### src/rtl/sprite_pixel_fetch.sv
// Sprite pixel fetch: 3-stage hit/address/colour pipeline plus ping-pong animation.
// Optional horizontal mirroring via `define SPRITE_FLIP_EN (adds flip_h input).
module sprite_pixel_fetch #(
  parameter logic [23:0] KEY_COLOR = 24'h000000,
  parameter int          FRAME_DIV = 6
) (
  input  logic        Clk,
  input  logic        Reset,
  input  logic        frame_clk,
  input  logic [9:0]  DrawX,
  input  logic [9:0]  DrawY,
  input  logic [9:0]  sprite_x,
  input  logic [9:0]  sprite_y,
  input  logic        ghost_mode,
  input  logic        anim_en,
`ifdef SPRITE_FLIP_EN
  input  logic        flip_h,
`endif
  input  logic [23:0] rom_data,
  output logic [18:0] read_address,
  output logic [2:0]  frame_sel,
  output logic        pixel_on,
  output logic [23:0] pixel_rgb
);

  localparam logic [5:0] DIV_M1 = 6'(FRAME_DIV - 1);

  typedef enum logic {UP, DOWN} dir_t;

  logic [10:0] x_end;
  logic [10:0] y_end;
  logic        hit_x;
  logic        hit_y;
  logic        hit;
  logic [2:0]  row;
  logic [2:0]  col;
  logic [2:0]  col_f;
  logic        hit_d1;
  logic        hit_d2;

  logic [1:0]  fc_sync;
  logic        fc_prev;
  logic        pulse;
  logic [5:0]  presc;
  logic        step;

  dir_t        state;
  dir_t        state_nxt;
  logic [2:0]  anim_idx;
  logic [2:0]  idx_nxt;
  logic [2:0]  sel_nxt;

  // 11-bit compare so a sprite near the right edge never wraps to column 0
  assign x_end = {1'b0, sprite_x} + 11'd7;
  assign y_end = {1'b0, sprite_y} + 11'd7;
  assign hit_x = (DrawX >= sprite_x) && ({1'b0, DrawX} <= x_end);
  assign hit_y = (DrawY >= sprite_y) && ({1'b0, DrawY} <= y_end);
  assign hit   = hit_x && hit_y;
  assign row   = DrawY[2:0] - sprite_y[2:0];
  assign col   = DrawX[2:0] - sprite_x[2:0];

`ifdef SPRITE_FLIP_EN
  assign col_f = flip_h ? (3'd7 - col) : col;
`else
  assign col_f = col;
`endif

  always_ff @(posedge Clk or posedge Reset) begin
    if (Reset) begin
      read_address <= 19'd64;
      frame_sel    <= 3'd0;
      hit_d1       <= 1'b0;
      hit_d2       <= 1'b0;
      pixel_on     <= 1'b0;
      pixel_rgb    <= 24'h0;
    end else begin
      read_address <= hit ? {13'b0, row, col_f} : 19'd64;
      frame_sel    <= sel_nxt;
      hit_d1       <= hit;
      hit_d2       <= hit_d1;
      pixel_on     <= hit_d2 && (rom_data != KEY_COLOR);
      pixel_rgb    <= (hit_d2 && (rom_data != KEY_COLOR)) ? rom_data : 24'h0;
    end
  end

  assign pulse = fc_sync[1] && !fc_prev;
  assign step  = pulse && anim_en && (presc == DIV_M1);

  always_ff @(posedge Clk or posedge Reset) begin
    if (Reset) begin
      fc_sync <= 2'b00;
      fc_prev <= 1'b0;
      presc   <= 6'd0;
    end else begin
      fc_sync <= {fc_sync[0], frame_clk};
      fc_prev <= fc_sync[1];
      if (pulse && anim_en)
        presc <= (presc == DIV_M1) ? 6'd0 : presc + 6'd1;
    end
  end

  always_ff @(posedge Clk or posedge Reset) begin
    if (Reset) begin
      state    <= UP;
      anim_idx <= 3'd0;
    end else begin
      state    <= state_nxt;
      anim_idx <= idx_nxt;
    end
  end

  always_comb begin
    state_nxt = state;
    idx_nxt   = anim_idx;
    if (step) begin
      unique case (state)
        UP: begin
          idx_nxt = anim_idx + 3'd1;
          if (anim_idx == 3'd3) state_nxt = DOWN;
        end
        DOWN: begin
          idx_nxt = anim_idx - 3'd1;
          if (anim_idx == 3'd1) state_nxt = UP;
        end
      endcase
    end
  end

  always_comb begin
    sel_nxt = ghost_mode ? 3'd5 : anim_idx;
  end

endmodule

### config.mk
export PLATFORM = sky130hd
export DESIGN_NAME = sprite_pixel_fetch
export DESIGN_NICKNAME = d
export VERILOG_FILES = /design/src/rtl/sprite_pixel_fetch.sv
export SDC_FILE = /design/constraint.sdc
export NUM_CORES = 1
export LEC_CHECK = 0
export ABC_AREA = 0
export BUFFER_PORTS_ARGS = -buffer_cell sky130_fd_sc_hd__buf_2
export CORE_MARGIN = 2
export CORE_UTILIZATION = 45
export DETAILED_ROUTE_END_ITERATION = 6
export GPL_TIMING_DRIVEN = 0
export PLACE_DENSITY_LB_ADDON = 0.15
export SYNTH_ARGS = -nofsm -noshare
export SYNTH_HDL_FRONTEND = slang
export SYNTH_SLANG_ARGS = --single-unit
### constraint.sdc
create_clock -name Clk -period 1.4 [get_ports Clk]
set_input_delay 0.21 -clock Clk [delete_from_list [all_inputs] [get_ports Clk]]
set_output_delay 0.21 -clock Clk [all_outputs]
set_load 0.03 [all_outputs]
==> results of run 1 <==
-- cells by family after synthesis --
logic type,after synthesis
buffers and inverters,53
adders and majority gates,50
and+or+nand+nor,90
other,1
AOI/OAI and AO/OA,51
xor gates and xnor gates,23
DFF,50
-- timing repair --
| action | 4_1_cts | 5_1_grt |
|---|---|---|
| hold buffers | 0 | 1 |
| setup buffers | 8 | 3 |
| pin swaps | 11 | 15 |
| cloned | 0 | 0 |
| setup endpoints to repair | 12 | 20 |
| resized for setup | 17 | 16 |
| hold endpoints to repair | 0 | 1 |
-- metal layers --
layer,part of all wire (%),vias to the layer above,global-route usage (%)
met1,42,1152,20.6
li1,-,1325,-
met2,50,83,30.6
met5,0,-,0
met4,1.5,0,5.65
met3,6.3,11,4.01
-- final cells by class --
class	count	area (um2)	share of cell area, %
multi-input combinational	226	1830	43.6
sequential	50	1250	29.8
timing repair buffer	115	628	14.9
inverter	39	163	3.87
tap	96	120	2.86
buffer	13	95.1	2.26
clock buffer	5	68.8	1.64
clock inverter	3	43.8	1.04
-- synth_stat cells, types with 2 or more instances --
| cell | count |
|---|---|
| dfrtp_1 | 49 |
| ha_1 | 48 |
| inv_1 | 38 |
| and2_1 | 25 |
| xnor2_1 | 22 |
| nand2_1 | 16 |
| nor2_1 | 15 |
| buf_4 | 12 |
| a21oi_1 | 11 |
| o21ai_0 | 11 |
| nor3_1 | 6 |
| nor4_1 | 6 |
| nand3_1 | 5 |
| nand4_1 | 5 |
| o21a_1 | 5 |
| a31oi_1 | 4 |
| a211oi_1 | 3 |
| a21o_1 | 3 |
| nor2b_1 | 3 |
| o211ai_1 | 3 |
| or2_2 | 3 |
| or3_1 | 3 |
| a2111oi_0 | 2 |
| a2111oi_4 | 2 |
| fa_1 | 2 |
| o221ai_1 | 2 |
-- power by group --
| part | total (uW) | internal [uW] | switching (uW) |
|---|---|---|---|
| Sequential | 1700 | 1600 | 105 |
| Clock | 996 | 535 | 461 |
| Combinational | 1320 | 584 | 736 |
| Total | 4020 | 2720 | 1300 |
-- per-stage QoR --
stage / cell area [um2] / util, % / TNS (ns) / total power, uW
final: 4200 / 61.2 / -6.74 / 4020
after global routing: 4200 / 61.2 / -7.95 / 4340
after CTS: 4120 / 59.9 / -7.07 / 4010
after detailed placement: 3910 / 57.0 / -12.88 / 2910
after global placement: 3910 / 57.0 / -12.81 / 2870
after floorplan: 3280 / - / -7.50 / 2550
-- registers in the layout, indices dropped and copies added, names as in the netlist --
register and cells:
read_address 7, fc_sync 2, pixel_on 1, anim_idx 3, frame_sel 3, state 1
fc_prev 1, hit_d2 1, pixel_rgb 24, presc 6, hit_d1 1
-- worst max-delay path by stage --
stage,startpoint,to,cells past startpoint,slack (ns)
after floorplan,sprite_y[1],read_address[2]$_DFF_PP0_,12,-0.96
after global placement,sprite_y[1],read_address[2]$_DFF_PP0_,13,-1.37
after detailed placement,sprite_y[1],read_address[5]$_DFF_PP0_,13,-1.36
after CTS,sprite_y[1],read_address[5]$_DFF_PP0_,13,-0.92
after global routing,sprite_y[1],read_address[3]$_DFF_PP0_,13,-1.02
final,sprite_x[1],read_address[4]$_DFF_PP0_,12,-0.87
==> flow_summary_export.csv, run 1 <==
group,metric,value,unit
status,outcome,"finished, violations left",
status,violations,"setup timing",
die,initial_utilization,46.8,%
synthesis,syn_area_per_cell,10.1,um2
place,portBuffers,103,
hold_path,min_path_type,"in2reg",
die,row_count,30,
critical_path,slowest_delay,0.43,ns
sta,finClkSkew,0.00357,ns
sta,slew_violations,0,
routing,viasPerCell,4.70,
grt,grt_pass1_vias,2444,
synthesis,synth_flop_cell,"dfrtp_1",
clock_tree,root_buffer,"clkbuf_8",
synthesis,yosys-mux-area-fraction,0,%
critical_path,required,1.63,ns
critical_path,path_class,"in2reg",
routing,antenna_left,0,
sta,rsz0062_at_grt,"true",
critical_path,reg2reg_to,"presc[1]$_DFFE_PP0P_",
critical_path,crit_buf_inv,2,
grt,grt_antenna_before_repair,0,
synthesis,synth_cells,318,
final_layout,fin_nets,569,
sta,timing.final.crit_share,162,%
critical_path,r2r_setup_slack,-0.01,ns
sta,maxSlewHeadroom,33.6,%
critical_path,cp-start-kind,"input port",
synthesis,yosys_warnings,0,
clock_tree,htreeDepth,2,
die,die_area,0.00783,mm2
hold_path,hold_depth,2,
synthesis,synth.distinct_cells,40,
sta,fin_crit,2.27,ns
clock_tree,clk_pin_slew,0.09,ns
synthesis,yosys.area_share.simple,15.3,%
final_layout,diodes,0,
synthesis,netlist_top_cells_area,"dfrtp_1 (38%), ha_1 (19%), xnor2_1 (6.0%)",
place,post-dp-hpwl,5360,um
pwr,leakage,0.00224,uW
sta,whs,0.0836,ns
routing,drt_iter0_markers,93,
die,io_pins,116,
sta,worst_slew_pin_slew,0.994,ns
routing,wl_per_cell,12.0,um
grt,overflow,0,
clock_tree,insertion_delay,0.30,ns
place,gp_routability_congestion,0.763,
synthesis,synth.ff_latch_count,50,
die,dieWidth,88.5,um
synthesis,seq_area_frac_synth,39.0,%
synthesis,synth_xor_area_share,6.27,%
critical_path,cp.arrival,2.50,ns
clock_tree,cts_tree,"done",
pwr,vdd_drop_max,0.627,mV
final_layout,area_growth,30.7,%
clock_tree,clkSinkCount,50,
grt,grt_use_total,17.2,%
synthesis,yosysTopAreaCellShare,38.1,%
sta,fmax,0.441,GHz
synthesis,syn_area,0.00321,mm2
critical_path,cp_max_fo,8,
final_layout,drive_gt1_share,36.1,%
synthesis,synth_top_family_by_area,"adder cells",
synthesis,synth_compound_area_share,11.8,%
final_layout,final_cell_mix,"buf_2 (101), dfrtp_1 (49), ha_1 (45)",
synthesis,synth-adder-area-share,19.9,%
synthesis,synth_top_cell_by_area,"dfrtp_1",
hold_path,holdPathEnd,"frame_sel[1]$_DFF_PP0_",
grt,grt_pass1_wl,10700,um
routing,drcViolationCount,0,
job,maxCapViolations,0,
die,die_y,88.5,um
critical_path,crit_top_cell,"o221ai_2",
sta,hold_violations,0,
synthesis,synth_edf_count,0,
die,coreArea,0.00687,mm2
critical_path,cp-end-kind,"register",
critical_path,crit_family,"compound AO/OA/AOI/OAI gates",
clock_tree,cts_buffers,5,
routing,num_vias,2571,
critical_path,slowest_stage,"a2111oi_4",
critical_path,path_cells,"buf_2, inv_2, ha_4, a2111oi_4, nand3_1, xnor2_1, ha_1, a21oi_2, o221ai_2, o221ai_2, nand4_4, nor2_1",
synthesis,async_reset_ff_share,100,%
final_layout,fill_cells,642,
pwr,power_density,957,mW/mm2
routing,routed_wirelength,6590,um
final_layout,layout_commonest_cell,"buf_2",
place,placedCellCount,528,
grt,grt_max_degree,51,
critical_path,rr_worst_depth,5,
final_layout,instances_no_fill,547,
routing,drtPass1Iterations,5,
clock_tree,clk_path_buf_depth,2,
place,place_ws,-1.36,ns
sta,setup_viol,9,
critical_path,reg2reg_from,"presc[0]$_DFFE_PP0P_",
hold_path,hp-start,"ghost_mode",
sta,fin_ws,-0.870,ns
(Power assumes the default switching activity.)
==> inputs of run 2 (changes only) <==
--- a/config.mk
+++ b/config.mk
@@ -6,10 +6,10 @@
 export NUM_CORES = 1
 export LEC_CHECK = 0
 export ABC_AREA = 0
-export BUFFER_PORTS_ARGS = -buffer_cell sky130_fd_sc_hd__buf_2
 export CORE_MARGIN = 2
-export CORE_UTILIZATION = 45
+export CORE_UTILIZATION = 55
 export DETAILED_ROUTE_END_ITERATION = 6
+export DONT_BUFFER_PORTS = 1
 export GPL_TIMING_DRIVEN = 0
 export PLACE_DENSITY_LB_ADDON = 0.15
 export SYNTH_ARGS = -nofsm -noshare
==> run 2 against run 1 <==
- the flow finishes with violations (hold timing, setup timing)
- final cell count shrank 23%
- die area is 17% lower
- non-clock buffer count decreased by 102
- clock power fell by 18%
- sequential share of layout area grew 5.2 points
- combinational power down 26%
- sequential power grew 7%
- largest power group unchanged
==> flow_summary_export.csv, run 2 (synthesis results as in run 1) <==
group,metric,value,unit
status,outcome,"finished, violations left",
status,violations,"hold timing, setup timing",
final_layout,regMostFlops,"pixel_rgb",
hold_path,min_path_type,"in2async",
clock_tree,htreeDepth,2,
die,initial_utilization,57.7,%
sta,slew_violations,0,
clock_tree,cts_tree,"done",
sta,setup_viol,8,
grt,grt_pass1_wl,10200,um
clock_tree,clk_path_buf_depth,2,
routing,drt_iter0_markers,49,
sta,finClkSkew,0.00436,ns
routing,wl_per_cell,14.8,um
sta,fin_crit,2.26,ns
critical_path,required,1.63,ns
sta,fin_ws,-0.857,ns
die,die_y,80.4,um
critical_path,path_class,"in2reg",
sta,timing.final.crit_share,161,%
job,maxCapViolations,0,
routing,antenna_left,0,
clock_tree,clkSinkCount,50,
clock_tree,root_buffer,"clkbuf_8",
clock_tree,insertion_delay,0.30,ns
clock_tree,clk_pin_slew,0.09,ns
pwr,power_density,1010,mW/mm2
place,place_ws,-1.26,ns
final_layout,postLayoutCoreUtil,64.1,%
grt,grt_pass1_vias,2326,
pwr,vdd_drop_max,0.658,mV
die,coreArea,0.00557,mm2
critical_path,r2r_setup_slack,0.01,ns
final_layout,area_growth,11.2,%
routing,drcViolationCount,0,
final_layout,diodes,0,
sta,rsz0062_at_grt,"true",
routing,routed_wirelength,6250,um
sta,worst_slew_pin_slew,1.01,ns
final_layout,layout_commonest_cell,"dfrtp_1",
sta,fmax,0.443,GHz
final_layout,drive_gt1_share,14.3,%
sta,maxSlewHeadroom,32.3,%
critical_path,cp_max_fo,8,
critical_path,cp.arrival,2.49,ns
final_layout,reg_top3,"pixel_rgb: 24 flops, read_address: 7 flops, presc: 6 flops",
grt,grt_use_total,20.2,%
routing,wl_met3,662,um
routing,drtPass1Iterations,4,
critical_path,cp-start-kind,"input port",
grt,overflow,0,
final_layout,final_cell_mix,"dfrtp_1 (49), ha_1 (46), inv_1 (35)",
routing,dr_wl_met2,3190,um
routing,wl_met1,2320,um
die,io_pins,116,
final_layout,ff_latch_area,0.00125,mm2
grt,grt_max_degree,51,
final_layout,fin_nets,467,
routing,top_layer_used,"met4",
final_layout,largest_register_ffs,24,
final_layout,fill_cells,459,
clock_tree,cts_buffers,5,
place,portBuffers,0,
pwr,leakage,0.00176,uW
die,dieWidth,80.4,um
place,gp_routability_congestion,0.793,
grt,grt_antenna_before_repair,0,
final_layout,multiInputGateArea,0.00179,mm2
die,die_area,0.00647,mm2
place,post-dp-hpwl,4950,um
die,row_count,27,
routing,viasPerCell,5.31,
sta,hold_violations,5,
routing,num_vias,2237,
critical_path,cp-end-kind,"register",
sta,whs,-0.00601,ns
run 2: worst paths after layout:
path                       cells past startpoint                 start                         to
min in group Clk                               1            ghost_mode     frame_sel[2]$_DFF_PP0_
min                                            1                 Reset    anim_idx[2]$_DFFE_PP0P_
max in group asynchronous                      1                 Reset           hit_d1$_DFF_PP0_
max reg2reg                                    5  presc[0]$_DFFE_PP0P_       presc[1]$_DFFE_PP0P_
max                                           12           sprite_y[1]  read_address[0]$_DFF_PP0_
min reg2reg                                    0      hit_d1$_DFF_PP0_           hit_d2$_DFF_PP0_
run 2: stage by stage:
stage                     setup TNS (ns)  power (uW)  std cells  cell area (um2)
after CTS                          -7.04        3630        419             3550
after global placement            -10.54        2700        401             3370
final                              -6.60        3620        421             3570
after floorplan                    -7.50        2550        329             3280
after global routing               -7.41        3910        421             3570
after detailed placement          -11.87        2730        401             3370
run 2: worst max-delay path: stages:
cell and delay, ns:
clkinvlp_4 0.08, ha_4 0.17, a2111oi_4 0.34, nand3_1 0.14, xnor2_1 0.14, ha_1 0.31
a211o_1 0.30, a21oi_1 0.13, o21ai_1 0.10, o221ai_2 0.21, nand4_4 0.19, nor2_1 0.15
run 2: where the power goes:
group          switching (uW)  total [uW]  leakage (uW)  internal, uW
combinational             516         978       0.00106           462
sequential                225        1820      0.000662          1600
clock                     467         818     0.0000441           351
total                    1210        3620       0.00176          2410
run 2: layout make-up:
type                    instances  area share (%)
repair buffers                 13            2.94
plain buffers                  13            2.66
clock buffers                   5            1.93
clock inverters                 3           0.595
well taps                      72            2.52
multi-input cells             226            50.0
inverters                      39            4.31
flip-flops and latches         50            35.0
run 2: what timing repair did:
action	CTS	global route
pin swaps	5	5
setup buffers	8	2
hold buffers	2	1
gates resized for setup	3	8
setup endpoints to repair	10	18
hold endpoints to repair	2	1
run 2: layer usage:
layer | vias up | global-route usage [%]
met1 | 1021 | 21.7
met4 | 0 | 6.78
met2 | 93 | 37.0
met5 | - | 0
li1 | 1117 | -
met3 | 6 | 6.29
==> inputs of run 3 (changes only) <==
--- a/config.mk
+++ b/config.mk
@@ -5,9 +5,9 @@
 export SDC_FILE = /design/constraint.sdc
 export NUM_CORES = 1
 export LEC_CHECK = 0
-export ABC_AREA = 0
+export ABC_AREA = 1
 export CORE_MARGIN = 2
-export CORE_UTILIZATION = 55
+export CORE_UTILIZATION = 45
 export DETAILED_ROUTE_END_ITERATION = 6
 export DONT_BUFFER_PORTS = 1
 export GPL_TIMING_DRIVEN = 0
==> run 3 against run 2 <==
- the flow still finishes with violations (hold timing, setup timing)
- first-iteration DRC count is 27% higher
- sequential cell count stayed put
- clock-buffer cell count is 2 higher
- critical endpoint is now read_address[5]$_DFF_PP0_
- largest power group unchanged
==> flow_summary_export.csv, run 3 <==
group,metric,value,unit
hold_path,min_path_type,"in2async",
synthesis,synth_edf_count,0,
synthesis,synth_top_family_by_area,"simple AND/OR/NAND/NOR gates",
sta,slew_violations,0,
synthesis,yosysTopAreaCellShare,35.2,%
grt,globalRouteMet2Util,27.9,%
synthesis,synth.distinct_cells,32,
final_layout,drive_gt1_share,17.9,%
routing,viasPerCell,4.59,
clock_tree,insertion_delay,0.30,ns
critical_path,cp-start-kind,"input port",
synthesis,synth_top_cell_by_area,"dfrtp_1",
routing,routed_wirelength,6580,um
pwr,vdd_drop_max,0.405,mV
clock_tree,clk_pin_slew,0.09,ns
grt,grt_max_degree,51,
grt,overflow,0,
sta,timing.final.crit_share,115,%
routing,drtPass1Iterations,4,
synthesis,synthTopCellsByCount,"inv_1 (85), nand2_1 (73), dfrtp_1 (49)",
final_layout,final_cell_mix,"inv_1 (79), nand2_1 (68), dfrtp_1 (49)",
pwr,power_density,887,mW/mm2
sta,finClkSkew,0.00740,ns
clock_tree,clk_path_buf_depth,2,
critical_path,slowest_delay,0.30,ns
grt,grt_antenna_before_repair,0,
place,post-dp-hpwl,5330,um
grt,met1_usage,20.1,%
critical_path,path_class,"in2reg",
critical_path,crit_buf_inv,1,
grt,grt_use_total,16.0,%
critical_path,path_cells,"inv_16, ha_4, nand2_4, nand3_4, xor2_1, ha_1, nand2_2, nor2_2, nand4_1, nor2_2, nor2_2, nand2_4, nand2_8, nor3_2",
clock_tree,clkSinkCount,50,
critical_path,cp-end-kind,"register",
critical_path,cp_max_fo,7,
die,initial_utilization,45.8,%
die,io_pins,116,
clock_tree,htreeDepth,2,
critical_path,crit_family,"simple AND/OR/NAND/NOR gates",
place,placedCellCount,534,
grt,grt_pass1_wl,11100,um
sta,hold_violations,7,
pwr,leakage,0.00223,uW
place,place_ws,-0.680,ns
status,violations,"hold timing, setup timing",
synthesis,yosys-mux-area-fraction,0,%
sta,rsz0062_at_grt,"true",
routing,antenna_left,0,
place,gp_routability_congestion,0.814,
die,die_y,92.0,um
clock_tree,cts_tree,"done",
grt,grt-busiest-layer,"met2",
synthesis,syn_area,0.00348,mm2
place,portBuffers,0,
grt,met3_usage,3.45,%
final_layout,layout_commonest_cell,"inv_1",
status,outcome,"finished, violations left",
final_layout,diodes,0,
synthesis,synth-adder-area-share,18.4,%
synthesis,synth_cells,421,
routing,num_vias,2543,
synthesis,async_reset_ff_share,100,%
synthesis,synth_most_common_cell,"inv_1",
sta,whs,-0.00288,ns
synthesis,yosys.area_share.simple,23.2,%
critical_path,slowest_stage,"ha_1",
sta,setup_viol,8,
synthesis,synth_flop_cell,"dfrtp_1",
routing,drt_iter0_markers,62,
final_layout,instances_no_fill,554,
synthesis,seq_area_frac_synth,36.0,%
synthesis,yosys_warnings,0,
critical_path,crit_top_cell,"nor2_2",
synthesis,synth_xor_area_share,5.78,%
sta,fin_crit,1.61,ns
die,dieWidth,92.0,um
clock_tree,root_buffer,"clkbuf_8",
final_layout,largest_register_ffs,24,
die,die_area,0.00846,mm2
final_layout,area_growth,15.9,%
clock_tree,cts_buffers,5,
sta,fmax,0.622,GHz
grt,grt_pass1_vias,2470,
final_layout,reg_top3,"pixel_rgb: 24 flops, read_address: 7 flops, presc: 6 flops",
sta,fin_ws,-0.207,ns
sta,worst_slew_pin_slew,1.04,ns
final_layout,fin_nets,570,
die,row_count,32,
routing,drcViolationCount,0,
synthesis,netlist_top_cells_area,"dfrtp_1 (35%), ha_1 (17%), inv_1 (9.2%)",
synthesis,synth.ff_latch_count,50,
critical_path,cp.arrival,1.83,ns
routing,wl_per_cell,11.9,um
die,coreArea,0.00761,mm2
sta,maxSlewHeadroom,30.8,%
critical_path,required,1.62,ns
synthesis,synth_compound_area_share,3.38,%
synthesis,syn_area_per_cell,8.27,um2
final_layout,regMostFlops,"pixel_rgb",
job,maxCapViolations,0,
==> run 3: cell types whose count changed after synthesis, moves of 5 or more <==
cell     delta
and2_1     -25
inv_1      +47
inv_2       +6
nand2_1    +57
nand3_1     +6
nand4_1     +5
nor2_1     +29
nor3_2      +7
nor4_1      -6
o21ai_0     -8
xnor2_1    -16
xor2_1     +16
==> run 3: what timing repair did <==
item	CTS	global route
gates resized for setup	26	3
pin swaps	21	4
endpoints found under the setup margin	8	9
hold buffers	8	0
setup buffers	3	1
hold endpoints to repair	8	0
==> run 3: worst paths after layout <==
path / startpoint / to / slack [ns] / cells after the start
max in group asynchronous: Reset / anim_idx[1]$_DFFE_PP0P_ / 0.85 / 1
setup / recovery: sprite_x[1] / read_address[5]$_DFF_PP0_ / -0.21 / 14
min in group Clk: rom_data[0] / pixel_rgb[0]$_DFF_PP0_ / 0.01 / 2
hold reg to reg: hit_d1$_DFF_PP0_ / hit_d2$_DFF_PP0_ / 0.36 / 0
hold / removal: Reset / frame_sel[0]$_DFF_PP0_ / -0.003 / 1
setup reg to reg: presc[3]$_DFFE_PP0P_ / anim_idx[2]$_DFFE_PP0P_ / 0.16 / 5
==> run 3: logic make-up (layout without fill, tap and decap cells) <==
family | Yosys count | in the layout
buffers and inverters | 107 | 127
XOR/XNOR | 23 | 23
other | 1 | 12
AND/OR/NAND/NOR | 169 | 169
adder cells (fa/ha/maj) | 50 | 50
AO/OA/AOI/OAI | 21 | 21
flip-flops | 50 | 50
==> run 3: final cells by class <==
class / instances / area, um2
fill: 726 / 3570
sequential: 50 / 1250
buffer: 14 / 105
clock inverter: 1 / 8.76
multi-input combinational: 275 / 1950
tap: 102 / 128
timing repair buffer: 12 / 110
clock buffer: 7 / 96.3
inverter: 93 / 392
==> run 3: metal layers <==
metal | routed length, um | vias to the layer above | part of all wire [%]
li1 | - | 1326 | -
met1 | 2880 | 1141 | 44
met2 | 3270 | 70 | 50
met3 | 351 | 6 | 5.3
met4 | 81 | 0 | 1.2
met5 | 0 | - | 0
==> run 3: power by group <==
part	internal [uW]	switching, uW	leakage, uW
registers	1560	153	0.000647
logic	374	570	0.00153
clock network	453	471	0.0000544
==> run 3: through the flow <==
| step | power [uW] | utilization [%] | setup TNS, ns | area [um2] |
|---|---|---|---|---|
| floorplan | 2450 | - | -3.00 | 3590 |
| finish | 3580 | 53.1 | -1.43 | 4040 |
| global placement | 2590 | 48.8 | -4.50 | 3710 |
| detailed placement | 2620 | 48.8 | -5.05 | 3710 |
| CTS | 3620 | 52.8 | -1.30 | 4020 |
| global route | 3820 | 53.1 | -2.76 | 4040 |
